==> src/rtl/jk_bank_sequencer_if.sv <==
// Command/response bundle between the control logic and jk_bank_sequencer.
// master issues commands and collects done/err/result; slave is the sequencer.
interface jk_bank_sequencer_if #(
    parameter int WIDTH  = 4,
    parameter int STEP_W = 8
);
    logic              cmd_valid;
    logic              cmd_ready;
    logic [2:0]        cmd_op;
    logic [WIDTH-1:0]  cmd_data;
    logic [STEP_W-1:0] cmd_steps;
    logic              done;
    logic              err;
    logic [WIDTH-1:0]  result;

    modport master (
        output cmd_valid, cmd_op, cmd_data, cmd_steps,
        input  cmd_ready, done, err, result
    );

    modport slave (
        input  cmd_valid, cmd_op, cmd_data, cmd_steps,
        output cmd_ready, done, err, result
    );
endinterface

==> src/rtl/jk_bank_sequencer.sv <==
// Command-driven J/K controller for an external JK flip-flop bank;
// returns the bank Q with a one-cycle done pulse after each command.
module jk_bank_sequencer #(
    parameter int WIDTH  = 4,
    parameter int STEP_W = 8
) (
    input  logic               clk,
    input  logic               reset_n,
    jk_bank_sequencer_if.slave cmd,
    input  logic               abort,
    input  logic [WIDTH-1:0]   jk_q,
    output logic [WIDTH-1:0]   jk_j,
    output logic [WIDTH-1:0]   jk_k
);
    localparam logic [2:0] OP_LOAD   = 3'b001;
    localparam logic [2:0] OP_CLEAR  = 3'b010;
    localparam logic [2:0] OP_SET    = 3'b011;
    localparam logic [2:0] OP_TOGGLE = 3'b100;
    localparam logic [2:0] OP_UP     = 3'b101;
    localparam logic [2:0] OP_DOWN   = 3'b110;
    localparam logic [2:0] OP_ILL    = 3'b111;

    typedef enum logic [1:0] {IDLE, APPLY, COUNT, DONE} state_t;

    state_t            state, state_nx;
    logic [2:0]        op_q;
    logic [WIDTH-1:0]  data_q;
    logic [WIDTH-1:0]  res_q;
    logic [STEP_W-1:0] rem_q, rem_nx;
    logic [WIDTH-1:0]  carry;
    logic              run;
    logic              accept;

    assign accept        = cmd.cmd_valid && cmd.cmd_ready;
    assign cmd.cmd_ready = (state == IDLE);
    assign cmd.done      = (state == DONE);
    assign cmd.err       = cmd.done && (op_q == OP_ILL);
    // The bank updates on the edge entering DONE, so Q is already final here
    assign cmd.result    = cmd.done ? jk_q : res_q;

    always_comb begin
        state_nx = state;
        rem_nx   = rem_q;
        jk_j     = '0;
        jk_k     = '0;
        carry    = '0;
        run      = 1'b1;
        unique case (state)
            IDLE: begin
                if (cmd.cmd_valid) begin
                    unique case (cmd.cmd_op)
                        OP_LOAD, OP_CLEAR, OP_SET, OP_TOGGLE:
                            state_nx = APPLY;
                        OP_UP, OP_DOWN: begin
                            if (cmd.cmd_steps != '0) begin
                                state_nx = COUNT;
                                rem_nx   = cmd.cmd_steps;
                            end else begin
                                state_nx = DONE;
                            end
                        end
                        default: state_nx = DONE;
                    endcase
                end
            end
            APPLY: begin
                state_nx = DONE;
                unique case (op_q)
                    OP_LOAD: begin
                        jk_j = data_q;
                        jk_k = ~data_q;
                    end
                    OP_CLEAR:  jk_k = '1;
                    OP_SET:    jk_j = '1;
                    OP_TOGGLE: begin
                        jk_j = data_q;
                        jk_k = data_q;
                    end
                    default: ;
                endcase
            end
            COUNT: begin
                if (abort) begin
                    state_nx = DONE;
                end else begin
                    // Ripple enable: bit i toggles when all lower bits
                    // are 1 (up) or all are 0 (down)
                    for (int i = 0; i < WIDTH; i++) begin
                        carry[i] = run;
                        run = run & ((op_q == OP_UP) ? jk_q[i] : ~jk_q[i]);
                    end
                    jk_j   = carry;
                    jk_k   = carry;
                    rem_nx = rem_q - 1'b1;
                    if (rem_q == STEP_W'(1))
                        state_nx = DONE;
                end
            end
            DONE: state_nx = IDLE;
            default: state_nx = IDLE;
        endcase
    end

    always_ff @(posedge clk or negedge reset_n) begin
        if (!reset_n) begin
            state  <= IDLE;
            op_q   <= '0;
            data_q <= '0;
            rem_q  <= '0;
            res_q  <= '0;
        end else begin
            state <= state_nx;
            rem_q <= rem_nx;
            if (accept) begin
                op_q   <= cmd.cmd_op;
                data_q <= cmd.cmd_data;
            end
            if (state == DONE)
                res_q <= jk_q;
        end
    end
endmodule

==> src/flat_wrapper.sv <==
// flat-port wrapper written by rule: the top's interface ports become plain ports
module jk_bank_sequencer_flat 
#(
    parameter int WIDTH  = 4,
    parameter int STEP_W = 8
)
  (clk, reset_n, abort, jk_q, jk_j, jk_k, cmd_cmd_valid, cmd_cmd_op, cmd_cmd_data, cmd_cmd_steps, cmd_cmd_ready, cmd_done, cmd_err, cmd_result);
  jk_bank_sequencer_if #(.WIDTH(WIDTH), .STEP_W(STEP_W)) cmd_i ();
  input  logic clk;
  input  logic reset_n;
  input  logic abort;
  input  logic [WIDTH-1:0] jk_q;
  output logic [WIDTH-1:0] jk_j;
  output logic [WIDTH-1:0] jk_k;
  input wire logic [$bits(cmd_i.cmd_valid)-1:0] cmd_cmd_valid;
  input wire logic [$bits(cmd_i.cmd_op)-1:0] cmd_cmd_op;
  input wire logic [$bits(cmd_i.cmd_data)-1:0] cmd_cmd_data;
  input wire logic [$bits(cmd_i.cmd_steps)-1:0] cmd_cmd_steps;
  output wire logic [$bits(cmd_i.cmd_ready)-1:0] cmd_cmd_ready;
  output wire logic [$bits(cmd_i.done)-1:0] cmd_done;
  output wire logic [$bits(cmd_i.err)-1:0] cmd_err;
  output wire logic [$bits(cmd_i.result)-1:0] cmd_result;
  assign cmd_i.cmd_valid = cmd_cmd_valid;
  assign cmd_i.cmd_op = cmd_cmd_op;
  assign cmd_i.cmd_data = cmd_cmd_data;
  assign cmd_i.cmd_steps = cmd_cmd_steps;
  assign cmd_cmd_ready = cmd_i.cmd_ready;
  assign cmd_done = cmd_i.done;
  assign cmd_err = cmd_i.err;
  assign cmd_result = cmd_i.result;
  jk_bank_sequencer #(.WIDTH(WIDTH), .STEP_W(STEP_W)) u_core (.clk(clk), .reset_n(reset_n), .cmd(cmd_i), .abort(abort), .jk_q(jk_q), .jk_j(jk_j), .jk_k(jk_k));
endmodule
==> config.mk <==
export PLATFORM = sky130hd
export DESIGN_NAME = jk_bank_sequencer_flat
export DESIGN_NICKNAME = d
export VERILOG_FILES = /design/src/rtl/jk_bank_sequencer_if.sv /design/src/rtl/jk_bank_sequencer.sv /design/src/flat_wrapper.sv
export SDC_FILE = /design/constraint.sdc
export NUM_CORES = 1
export LEC_CHECK = 0
export CORE_MARGIN = 1.5
export CORE_UTILIZATION = 40
export DETAILED_ROUTE_END_ITERATION = 7
export HOLD_SLACK_MARGIN = 0.1
export PLACE_DENSITY_LB_ADDON = 0.12
export SLEW_MARGIN = 20
export SYNTH_ARGS = -nofsm -noshare
export SYNTH_HDL_FRONTEND = slang
export SYNTH_SLANG_ARGS = --single-unit
==> constraint.sdc <==
create_clock -name clk -period 1.8 [get_ports clk]
set_clock_uncertainty 0.1 [all_clocks]
set_input_delay 0.18 -clock clk [delete_from_list [all_inputs] [get_ports clk]]
set_output_delay 0.18 -clock clk [all_outputs]
set_load 0.01 [all_outputs]
======== Yosys cells after proc, flatten, opt, wreduce, memory -nomap -nowiden ========
Index checks and enable logic that the tools add are counted.
operators by class
  $add $sub $neg .......................... 1
  equality and inequality tests ........... 21
  muxes and demuxes ....................... 20
  bitwise logic cells ..................... 6
  reductions and logical operators ........ 10
operators with widths
  cell                                                                 number
  8-bit two-way mux                                                    4
  4-bit one-hot mux with 2 select lines                                3
  3-bit == test (second input constant)                                6
  8-bit one-hot mux with 2 select lines                                1
  3-bit by 2-bit == test with 1-bit output (second input constant)     4
  4-bit one-hot mux with 3 select lines                                1
  8-bit by 1-bit == test with 1-bit output (second input constant)     1
  4-bit two-way mux                                                    2
  2-bit != test (second input constant)                                4
  2-bit one-hot mux with 4 select lines                                1
  8-bit nonzero test                                                   1
  8-bit by 1-bit subtractor with 8-bit output (second input constant)  1
  3-bit by 1-bit == test with 1-bit output (second input constant)     2
  2-bit two-way mux                                                    3
  5-bit AND reduction                                                  1
  2-bit == test (second input constant)                                2
  1-bit two-way mux                                                    4
  4-bit inverter                                                       1
  2-bit one-hot mux with 2 select lines                                1
  2-bit OR reduction                                                   2
  4-bit OR reduction                                                   1
  3-bit by 2-bit != test with 1-bit output (second input constant)     1
  1-bit inverter                                                       3
  1-bit AND                                                            2
  other kinds (5)                                                      6
storage, ports and cells
  register bits ........................... 21
  bits of input ports ..................... 23
  output and inout port bits .............. 15
  logic and storage cells ................. 63

======== Logic depth before layout (Yosys ltp) ========
Gate-level depths: netlist (run 1).
  depth in word-level cells ............... 6
  mapped depth ............................ 7
  depth with buffers taken out ............ 6

======== Worst setup path before layout (run 1) ========
Ideal clock, no wire load.
  path kind ............................... reg2reg
  from .................................... register u_core.state[0]
  to ...................................... register u_core.state[1]
  library setup time ...................... 125 ps
  arrival ................................. 1573 ps
  data required time ...................... 1575 ps
  setup slack ............................. 2 ps
  cell stages (with the launch flop) ...... 7
  buffers on the path ..................... 1
  period minus slack after synthesis ...... 1798 ps
  path through ............................ dfrtp_1 inv_1 ha_1 clkbuf_2 and2b_1 a21boi_0 mux2_2
between the ends
  longest elaborated chain between the ends .. 3
  elaborated cells on any way between the ends .. 8
  classes of those cells .................. eq/ne: 5; mux: 1; reduce/logical: 2
RTL lines
  what                                                                                        line                      text
  from (decl)                                                                                 jk_bank_sequencer.sv:25   state_t state, state_nx;
  from (signal assigned)                                                                      jk_bank_sequencer.sv:112  state <= state_nx;
  2-bit == test or 2-bit zero test (tied branches)                                            jk_bank_sequencer.sv:48   unique case (state)
  3-bit by 2-bit != test with 1-bit output (no source line) or 2-bit != test (tied branches)  -
  2-bit AND reduction (no source line)                                                        -
Several ways; a longest one is shown, not always the timed one.
A chain may end at the register's enable or synchronous reset.

======== Final worst setup path (run 1) ========
  from .................................... register u_core.op_q[2]
  to ...................................... output port jk_k[1]
between the ends
  longest elaborated chain between the ends .. 4
  elaborated cells on any way between the ends .. 8
  classes of those cells .................. eq/ne: 4; mux: 4
RTL lines
  what                                     line                      text
  from (decl)                              jk_bank_sequencer.sv:26   logic [2:0] op_q;
  from (signal assigned)                   jk_bank_sequencer.sv:115  op_q <= cmd.cmd_op;
  3-bit == test                            jk_bank_sequencer.sv:90   run = run & ((op_q == OP_UP) ? jk_q[i] : ~jk_q[i]);
  1-bit two-way mux                        jk_bank_sequencer.sv:90
  4-bit two-way mux                        jk_bank_sequencer.sv:83   if (abort) begin
  4-bit one-hot mux with 2 select lines *  jk_bank_sequencer.sv:48
  to (decl)                                flat_wrapper.sv:14        output logic [WIDTH-1:0] jk_k;
Mark *: on every way between the ends. The rest lies on a longest branch, timed or not.

==> results of run 1 <==
## power by group
group / internal [mW] / total [mW] / switching [mW]
sequential: 0.717 / 0.951 / 0.234
combinational: 1.53 / 2.85 / 1.32
clock: 0.157 / 0.300 / 0.143
## area by class of cell
cell class,instances,area [um2]
Clock buffer,4,45.0
Sequential cell,21,528
Tap cell,48,60.1
Multi-Input combinational cell,130,1080
Timing Repair Buffer,78,668
Inverter,9,37.5
Fill cell,322,1240
## worst max path at each step
stage / from / endpoint / depth (start not counted)
3_5_place_dp: jk_q[0] / jk_j[3] / 5
5_1_grt: u_core.op_q[2] / jk_k[3] / 5
6_report: u_core.op_q[2] / jk_k[1] / 5
3_3_place_gp: u_core.op_q[2] / jk_k[0] / 5
2_1_floorplan: u_core.state[0] / u_core.state[1] / 6
4_1_cts: u_core.op_q[0] / jk_j[3] / 6
## metrics by stage
| step | instance area, um2 | cells | hold slack, ns | util [%] |
|---|---|---|---|---|
| after floorplan | 1520 | 168 | -0.216 | - |
| after detailed placement | 2170 | 280 | 0.387 | 59.3 |
| final | 2420 | 290 | 0.169 | 66.1 |
| after global placement | 2170 | 280 | 0.377 | 59.3 |
| after CTS | 2270 | 288 | 0.177 | 61.9 |
| after global routing | 2420 | 290 | 0.203 | 66.1 |
## worst reg2reg max path, cell delays in order (launching register included)
cell and delay [ns]:
dfrtp_2 0.44, ha_4 0.17, and2b_2 0.23, buf_6 0.13
o21ai_4 0.21, buf_6 0.16, a211oi_2 0.04, o22a_2 0.18
## sequential cells by signal (all words and copies together), names as in the netlist
| name | cells |
|---|---|
| u_core.op_q | 3 |
| u_core.res_q | 4 |
| u_core.rem_q | 8 |
| u_core.data_q | 4 |
| u_core.state | 2 |
## layer usage
metal / track usage (%) / part of all wire [%] / vias to the layer above
met3: 2.26 / 3.4 / 8
met4: 8.51 / 2.5 / 0
met2: 40.9 / 53 / 45
li1: - / - / 767
met1: 25.1 / 41 / 770
met5: 0 / 0 / -
## placed cells by master (no fill, tap or decap), types with 9 or more instances in the layout
| cell type | instances |
|---|---|
| a21boi_1 | 9 |
| a21oi_1 | 9 |
| buf_2 | 9 |
| buf_4 | 33 |
| buf_6 | 10 |
| clkdlybuf4s50_1 | 22 |
| dfrtp_1 | 19 |
| mux2_2 | 9 |
| nor2_1 | 13 |
## repair_timing
action                                  in CTS  in global routing
pin swaps                                   13                 14
endpoints found under the setup margin      21                 22
gates resized for setup                     84                 34
buffers inserted                             4                  2
endpoints found under the hold margin        0                  0
hold buffers                                 0                  0
## cell families after synthesis
family                   share of synthesized area (%)
AO/OA/AOI/OAI                                     22.4
buffers and inverters                             4.94
AND/OR/NAND/NOR                                   20.0
adder cells (fa/ha/maj)                           4.94
flip-flops                                        34.6
XOR/XNOR                                          2.31
multiplexers                                      10.8
==> flow_summary.yaml, run 1 <==
place:
  port_buffers: 37
  place_ws_ns: -0.352
  dp_hpwl_um: 3180
  gp_congestion: 0.865
yosys:
  ys_top_cells_by_area: "dfrtp_1 35%, mux2_2 8.2%, ha_1 4.9%"
  synth_ff_type: "dfrtp_1"
  syn-num-nets: 197
  synth_edf_count: 0
  yosysUniqueCellTypes: 39
  ys_warn_count: 0
  synth_top_area_share_pct: 34.6
  async_reset_ff_share_pct: 100
  syn_avg_cell_area_um2: 9.04
  synth_top_area_cell: "dfrtp_1"
  synth_cells: 168
  ys_seq_elements: 21
  synthTopCellsByCount: "21 x dfrtp_1, 14 x nor2_1, 13 x o21ai_0"
  synth_area_um2: 1520
  ys_seq_area_share_pct: 34.6
  synth.most_common_cell: "dfrtp_1"
final_layout:
  fin_nets: 272
  drive_gt1_share_pct: 41.3
  syn_to_final_growth_pct: 59.2
  n_antenna_cell: 0
clock_tree:
  clk_latency_ns: 0.25
  cts_sinks: 21
  cts-root-buf: "clkbuf_8"
  clk_pin_slew_ns: 0.07
  cts-buffers-inserted: 3
  cts_max_level: 1
  cts_tree: "built"
  clk_path_buf_depth: 2
detailed_routing:
  vias_per_cell: 5.48
  dr.pass1.iters: 4
  ant_nets: 0
  finalWirelength_um: 4400
  dr_total_vias: 1590
  wl_per_cell_um: 15.2
  initialDrtViolationCount: 84
  route.detailed.drc: 0
sta:
  tightest_slew_ns: 0.356
  finalHoldViolCount: 0
  relSlewSlack_pct: 76.0
  layout_setup_ws_ns: -0.0844
  rsz0062_at_grt: "true"
  final_max_slew_viol_count: 0
  fin_crit_sh_pct: 105
  final.setup.tns_ns: -0.439
  fin_crit_ns: 1.88
  max_freq_mhz: 531
  setup_violations: 11
pwr:
  cellLeakagePower_nw: 1.04
  p_per_area_nw_per_um2: 1700
  total_power_mw: 4.11
  ir_drop_v: 0.000776
grt:
  grt_max_degree: 22
  antenna_found_initial: 0
  first_global_vias: 1614
  grt_pass1_wl_um: 7170
  grtUsageTotal_pct: 21.7
  gr-total-overflow: 0
floorplan:
  die_h_um: 64.6
  io_pins: 38
  die-area_um2: 4180
  core-area_um2: 3660
  rows: 22
  start_util_pct: 41.5
  die_x_um: 64.6
outcome:
  status: "complete, but fails checks"
  violations: "negative setup slack"
setup_path:
  r2r-end: "u_core.rem_q[4]"
  arrival_ns: 1.60
  r2r_cells: 7
  critPathLaunchType: "flip-flop"
  cp_cell_sequence: "or3b_4, nor2_1, o21ai_1, a21boi_1, buf_2"
  end_kind: "primary output"
  cpPeakStageDelay_ns: 0.46
  cpLargestDelayFamily: "simple AND/OR/NAND/NOR gates"
  cp_slowest_cell: "dfrtp_2"
  crit_type: "reg -> out"
  worstPathMaxFanout: 5
  required_ns: 1.52
  timing.rr.start: "u_core.state[1]"
  worst-path-buf-inv: 1
  reg2reg_slack_ns: 0.03
flow_run:
  drv_cap: 0
min_path:
  hp-class: "in -> async"
(Power assumes the default switching activity.)
==> inputs of run 2 (changes only) <==
- PLACE_DENSITY: unset -> 0.78
- PLACE_DENSITY_LB_ADDON: 0.12 -> unset
==> run 2 against run 1 <==
Flip-flop and latch count unchanged. First-iteration DRC count decreased by 2.4%. Fmax decreased by 1.2%. The flow still finishes with violations (negative setup slack). Final area about the same. Worst hold slack about the same. Combinational power decreased by 3%. Wire length decreased by 2.4%. Final cell count decreased by 0.69%. Global-route usage decreased by 2.1 points. Critical path type unchanged.
==> flow_summary.yaml, run 2 (same netlist as run 1, synthesis figures left out) <==
detailed_routing:
  wl_per_cell_um: 14.9
  ant_nets: 0
  dr.pass1.iters: 4
  route.detailed.drc: 0
  initialDrtViolationCount: 82
  finalWirelength_um: 4290
  dr_total_vias: 1560
  vias_per_cell: 5.42
final_layout:
  layout_commonest_cell: "buf_4"
  largest_register_ffs: 8
  fin_util_pct: 66.0
  final_cell_mix: "31 x buf_4, 22 x clkdlybuf4s50_1, 21 x dfrtp_1"
  seq_area_um2: 526
  top_regs: "u_core.rem_q: 8 flops, u_core.data_q: 4 flops, u_core.res_q: 4 flops"
  fin_nets: 270
  drive_gt1_share_pct: 43.3
  n_antenna_cell: 0
  fill_cells: 313
  multi_input_area_um2: 1110
  regMostFlops: "u_core.rem_q"
  syn_to_final_growth_pct: 59.1
setup_path:
  arrival_ns: 1.63
  crit_type: "reg -> out"
  end_kind: "primary output"
  worstPathMaxFanout: 5
  critPathLaunchType: "flip-flop"
  required_ns: 1.52
sta:
  fin_crit_sh_pct: 106
  tightest_slew_ns: 0.440
  fin_crit_ns: 1.91
  rsz0062_at_grt: "true"
  timing.hold.ws_ns: 0.169
  final_max_slew_viol_count: 0
  final.setup.tns_ns: -0.467
  finalHoldViolCount: 0
  relSlewSlack_pct: 70.4
  layout_setup_ws_ns: -0.107
  setup_violations: 9
  max_freq_mhz: 524
clock_tree:
  cts_max_level: 1
  cts_tree: "built"
  cts-root-buf: "clkbuf_8"
  clk_latency_ns: 0.25
  cts_sinks: 21
  cts-buffers-inserted: 3
  clk_path_buf_depth: 2
  clk_pin_slew_ns: 0.08
  hold_buffers: 0
grt:
  antenna_found_initial: 0
  grt_max_degree: 22
  gr-total-overflow: 0
  grtUsageTotal_pct: 19.6
  first_global_vias: 1368
  grt_pass1_wl_um: 6350
outcome:
  status: "complete, but fails checks"
  violations: "negative setup slack"
pwr:
  p_per_area_nw_per_um2: 1650
  cellLeakagePower_nw: 1.06
  ir_drop_v: 0.000723
floorplan:
  start_util_pct: 41.5
  die-area_um2: 4180
  io_pins: 38
  die_x_um: 64.6
  rows: 22
  die_h_um: 64.6
  core-area_um2: 3660
place:
  gp_congestion: 0.876
  dp_hpwl_um: 2890
  port_buffers: 37
  place_ws_ns: -0.321
flow_run:
  drv_cap: 0
min_path:
  hp-class: "in -> async"
==> run 2: path summary, 6_finish.rpt <==
kind / startpoint / endpoint / slack, ns / cells past startpoint
max: u_core.op_q[0] / jk_j[3] / -0.11 / 6
min: reset_n / u_core.rem_q[6] / 0.17 / 2
max reg2reg: u_core.state[1] / u_core.rem_q[6] / -0.05 / 7
min reg2reg: u_core.res_q[2] / u_core.res_q[2] / 0.39 / 1
max in group asynchronous: reset_n / u_core.rem_q[2] / 1.21 / 2
min in group clk: u_core.res_q[2] / u_core.res_q[2] / 0.39 / 1
==> run 2: worst max-delay path, stage by stage (launching register included) <==
cell      delay [ns]
dfrtp_1         0.42
buf_6           0.14
xnor2_4         0.16
nor3b_2         0.18
o21ai_1         0.10
a21boi_1        0.20
buf_2           0.16
==> run 2: metal layers <==
layer  vias to the layer above  GRT usage, %  wire length, um
met1                       753          25.2             1870
li1                        761             -                -
met3                         2          1.74              147
met5                         -             0                0
met4                         0          7.98               29
met2                        44          34.0             2250
==> run 2: cell type report <==
type / count / share of cell area, %
Clock buffer: 4 / 1.86
Inverter: 9 / 1.40
Multi-Input combinational cell: 130 / 46.0
Sequential cell: 21 / 21.7
Tap cell: 48 / 2.48
Timing Repair Buffer: 76 / 26.6
==> run 2: stage by stage <==
step / total power [mW] / instances / area (um2)
after CTS: 3.78 / 287 / 2320
after detailed placement: 3.23 / 281 / 2190
after global placement: 3.16 / 281 / 2190
after floorplan: 2.23 / 168 / 1520
final: 4.00 / 288 / 2420
after global routing: 4.27 / 288 / 2420
==> run 2: report_power, final <==
| part | total, mW | switching [mW] | internal, mW |
|---|---|---|---|
| Clock | 0.303 | 0.145 | 0.157 |
| Combinational | 2.76 | 1.31 | 1.45 |
| Sequential | 0.933 | 0.220 | 0.713 |
==> run 2: repair_timing <==
item,in CTS,in global routing
endpoints found under the setup margin,20,23
resized for setup,82,37
pin swaps,15,16
setup buffers,2,1
hold endpoints to repair,0,0
==> inputs of run 3 (changes only) <==
- ABC_AREA: unset -> 1
==> run 3 against run 2 <==
The run still ends with negative setup slack left. Flip-flop and latch count unchanged. Final cell count up 24%. Worst hold slack worse by 0.018 ns. Global-route usage up 1.5 points. Register-to-register slack worse by 0.07 ns. Clock-buffer cell count unchanged. Fmax down 4.5%. Critical path depth up 2. Synthesized area up 0.25%. Via count up 16%. Largest power group unchanged.
==> flow_summary.yaml, run 3 <==
floorplan:
  start_util_pct: 41.6
  die-area_um2: 4190
  die_x_um: 64.7
  rows: 22
  core-area_um2: 3660
  io_pins: 38
  die_h_um: 64.7
final_layout:
  seq_area_um2: 528
  regMostFlops: "u_core.rem_q"
  largest_register_ffs: 8
  fin_cells: 358
  multi_input_area_um2: 978
  syn_to_final_growth_pct: 50.8
  layout_commonest_cell: "nand2_1"
  fin_nets: 340
  drive_gt1_share_pct: 27.1
  n_antenna_cell: 0
  final_cell_mix: "89 x nand2_1, 28 x buf_4, 22 x clkdlybuf4s50_1"
  top_regs: "u_core.rem_q: 8 flops, u_core.data_q: 4 flops, u_core.res_q: 4 flops"
  fill_cells: 321
  fin_util_pct: 62.7
clock_tree:
  cts_sinks: 21
  cts-root-buf: "clkbuf_8"
  cts-buffers-inserted: 3
  clk_pin_slew_ns: 0.09
  clk_latency_ns: 0.27
  clk_path_buf_depth: 2
  hold_buffers: 0
  cts_tree: "built"
  cts_max_level: 1
pwr:
  total_power_mw: 3.99
  ir_drop_v: 0.000814
  p_per_area_nw_per_um2: 1740
  p_int_mw: 2.08
  p_sw_mw: 1.92
  power_switching_share_pct: 48.0
  cellLeakagePower_nw: 1.17
  p_comb_share_pct: 68.0
  seq_power_share_pct: 23.6
  p_clk_share_pct: 8.5
yosys:
  async_reset_ff_share_pct: 100
  synth.most_common_cell: "nand2_1"
  synth_edf_count: 0
  synth_ff_type: "dfrtp_1"
  synth_cells: 239
  ys_warn_count: 0
  ys_seq_elements: 21
  syn-num-nets: 268
  yosysUniqueCellTypes: 22
  syn_avg_cell_area_um2: 6.37
  synth_top_area_cell: "dfrtp_1"
  ys_top_cells_by_area: "dfrtp_1 35%, nand2_1 23%, nand3_1 6.9%"
  synthTopCellsByCount: "93 x nand2_1, 23 x nor2_1, 21 x dfrtp_1, 21 x inv_1, 21 x nand3_1"
  synth_area_um2: 1520
  synth_top_area_share_pct: 34.5
  ys_seq_area_share_pct: 34.5
setup_path:
  worstPathMaxFanout: 3
  cpMostUsedCell: "inv_2"
  worst-path-buf-inv: 3
  cpLargestDelayFamily: "simple AND/OR/NAND/NOR gates"
  critPathLaunchType: "flip-flop"
  required_ns: 1.52
  cp_cell_sequence: "inv_2, ha_4, inv_2, or2_4, nor2_4, nand4_1, a21oi_2, buf_2"
  r2r_cells: 11
  cp_slowest_cell: "dfrtp_1"
  crit_type: "reg -> out"
  crit_cells: 8
  cpPeakStageDelay_ns: 0.40
  end_kind: "primary output"
  arrival_ns: 1.72
sta:
  fin_crit_sh_pct: 111
  fin_crit_ns: 2.00
  setup_violations: 20
  relSlewSlack_pct: 72.9
  tightest_slew_ns: 0.405
  layout_setup_ws_ns: -0.197
  finalHoldViolCount: 0
  rsz0062_at_grt: "true"
  final_max_slew_viol_count: 0
  max_freq_mhz: 501
grt:
  grt_max_degree: 22
  grt_pass1_wl_um: 7040
  grtUsageTotal_pct: 21.1
  first_global_vias: 1635
  gr-total-overflow: 0
  antenna_found_initial: 0
detailed_routing:
  finalWirelength_um: 4370
  initialDrtViolationCount: 131
  route.detailed.drc: 0
  wl_per_cell_um: 12.2
  dr.pass1.iters: 4
  vias_per_cell: 5.05
  dr_total_vias: 1807
  ant_nets: 0
place:
  gp_congestion: 0.894
  port_buffers: 37
  placed_cells: 345
  dp_hpwl_um: 2970
outcome:
  violations: "negative setup slack"
  status: "complete, but fails checks"
flow_run:
  drv_cap: 0
min_path:
  hp-class: "in -> async"
==> run 3: changes by cell type in the layout (fill, tap and decap cells not counted), sizes merged, moves of 5 or more <==
cell and change:
a21boi -9, a21oi +7, buf -5, inv +20
mux2 -11, nand2 +86, nand3 +20, nor2 +10
nor3b -5
==> run 3: through the flow <==
step / setup TNS [ns] / cell area, um2 / worst slack (ns) / hold slack, ns
global route: -4.05 / 2300 / -0.277 / 0.179
CTS: -1.53 / 2200 / -0.200 / 0.165
floorplan: 0 / 1520 / 0.0653 / -0.216
finish: -2.31 / 2300 / -0.197 / 0.152
global placement: -2.44 / 2120 / -0.327 / 0.359
detailed placement: -2.73 / 2120 / -0.424 / 0.362
==> run 3: worst paths after layout <==
check                                start                to  slack (ns)
max                        u_core.state[0]           jk_j[3]       -0.20
min                                reset_n    u_core.op_q[2]        0.15
max reg2reg                u_core.state[0]   u_core.rem_q[1]       -0.12
min reg2reg                u_core.res_q[2]   u_core.res_q[2]        0.38
max in group asynchronous          reset_n    u_core.op_q[0]        1.21
min in group clk           cmd_cmd_data[1]  u_core.data_q[1]        0.37
==> run 3: layout make-up <==
class,count,share of cell area (%)
Inverter,30,4.90
Multi-Input combinational cell,185,42.6
Timing Repair Buffer,70,24.9
Tap cell,48,2.62
Clock buffer,4,1.96
Sequential cell,21,23.0
==> run 3: cells by family after synthesis <==
kind of cell | count (synthesis) | synth area share, %
AND/OR/NAND/NOR | 146 | 40.3
AO/OA/AOI/OAI | 31 | 11.1
flip-flops | 21 | 34.5
adder cells (fa/ha/maj) | 6 | 4.93
XOR/XNOR | 1 | 0.575
buffers and inverters | 34 | 8.55
==> run 3: power by group through the flow <==
| stage | clock network [mW] | registers, mW | logic [mW] |
|---|---|---|---|
| final | 0.338 | 0.941 | 2.72 |
| after global routing | 0.367 | 0.970 | 2.99 |
| after CTS | 0.341 | 0.910 | 2.43 |
| after detailed placement | 0 | 0.911 | 2.37 |
| after global placement | 0 | 0.899 | 2.31 |
| after floorplan | 0 | 0.854 | 1.44 |
==> run 3: layer usage <==
| layer | vias to the layer above | wire length (um) | GRT usage (%) | share of wire (%) |
|---|---|---|---|---|
| met5 | - | 0 | 0 | 0 |
| met4 | 0 | 70 | 10.4 | 1.6 |
| met3 | 8 | 203 | 1.74 | 4.6 |
| met2 | 52 | 2120 | 34.7 | 49 |
| met1 | 842 | 1970 | 27.9 | 45 |
| li1 | 905 | - | - | - |
==> run 3: timing repair <==
| item | 4_1_cts | 5_1_grt |
|---|---|---|
| pin swaps | 9 | 11 |
| buffers inserted | 3 | 6 |
| gates cloned | 1 | 0 |
| setup endpoints to repair | 22 | 21 |
| gates resized for setup | 69 | 22 |
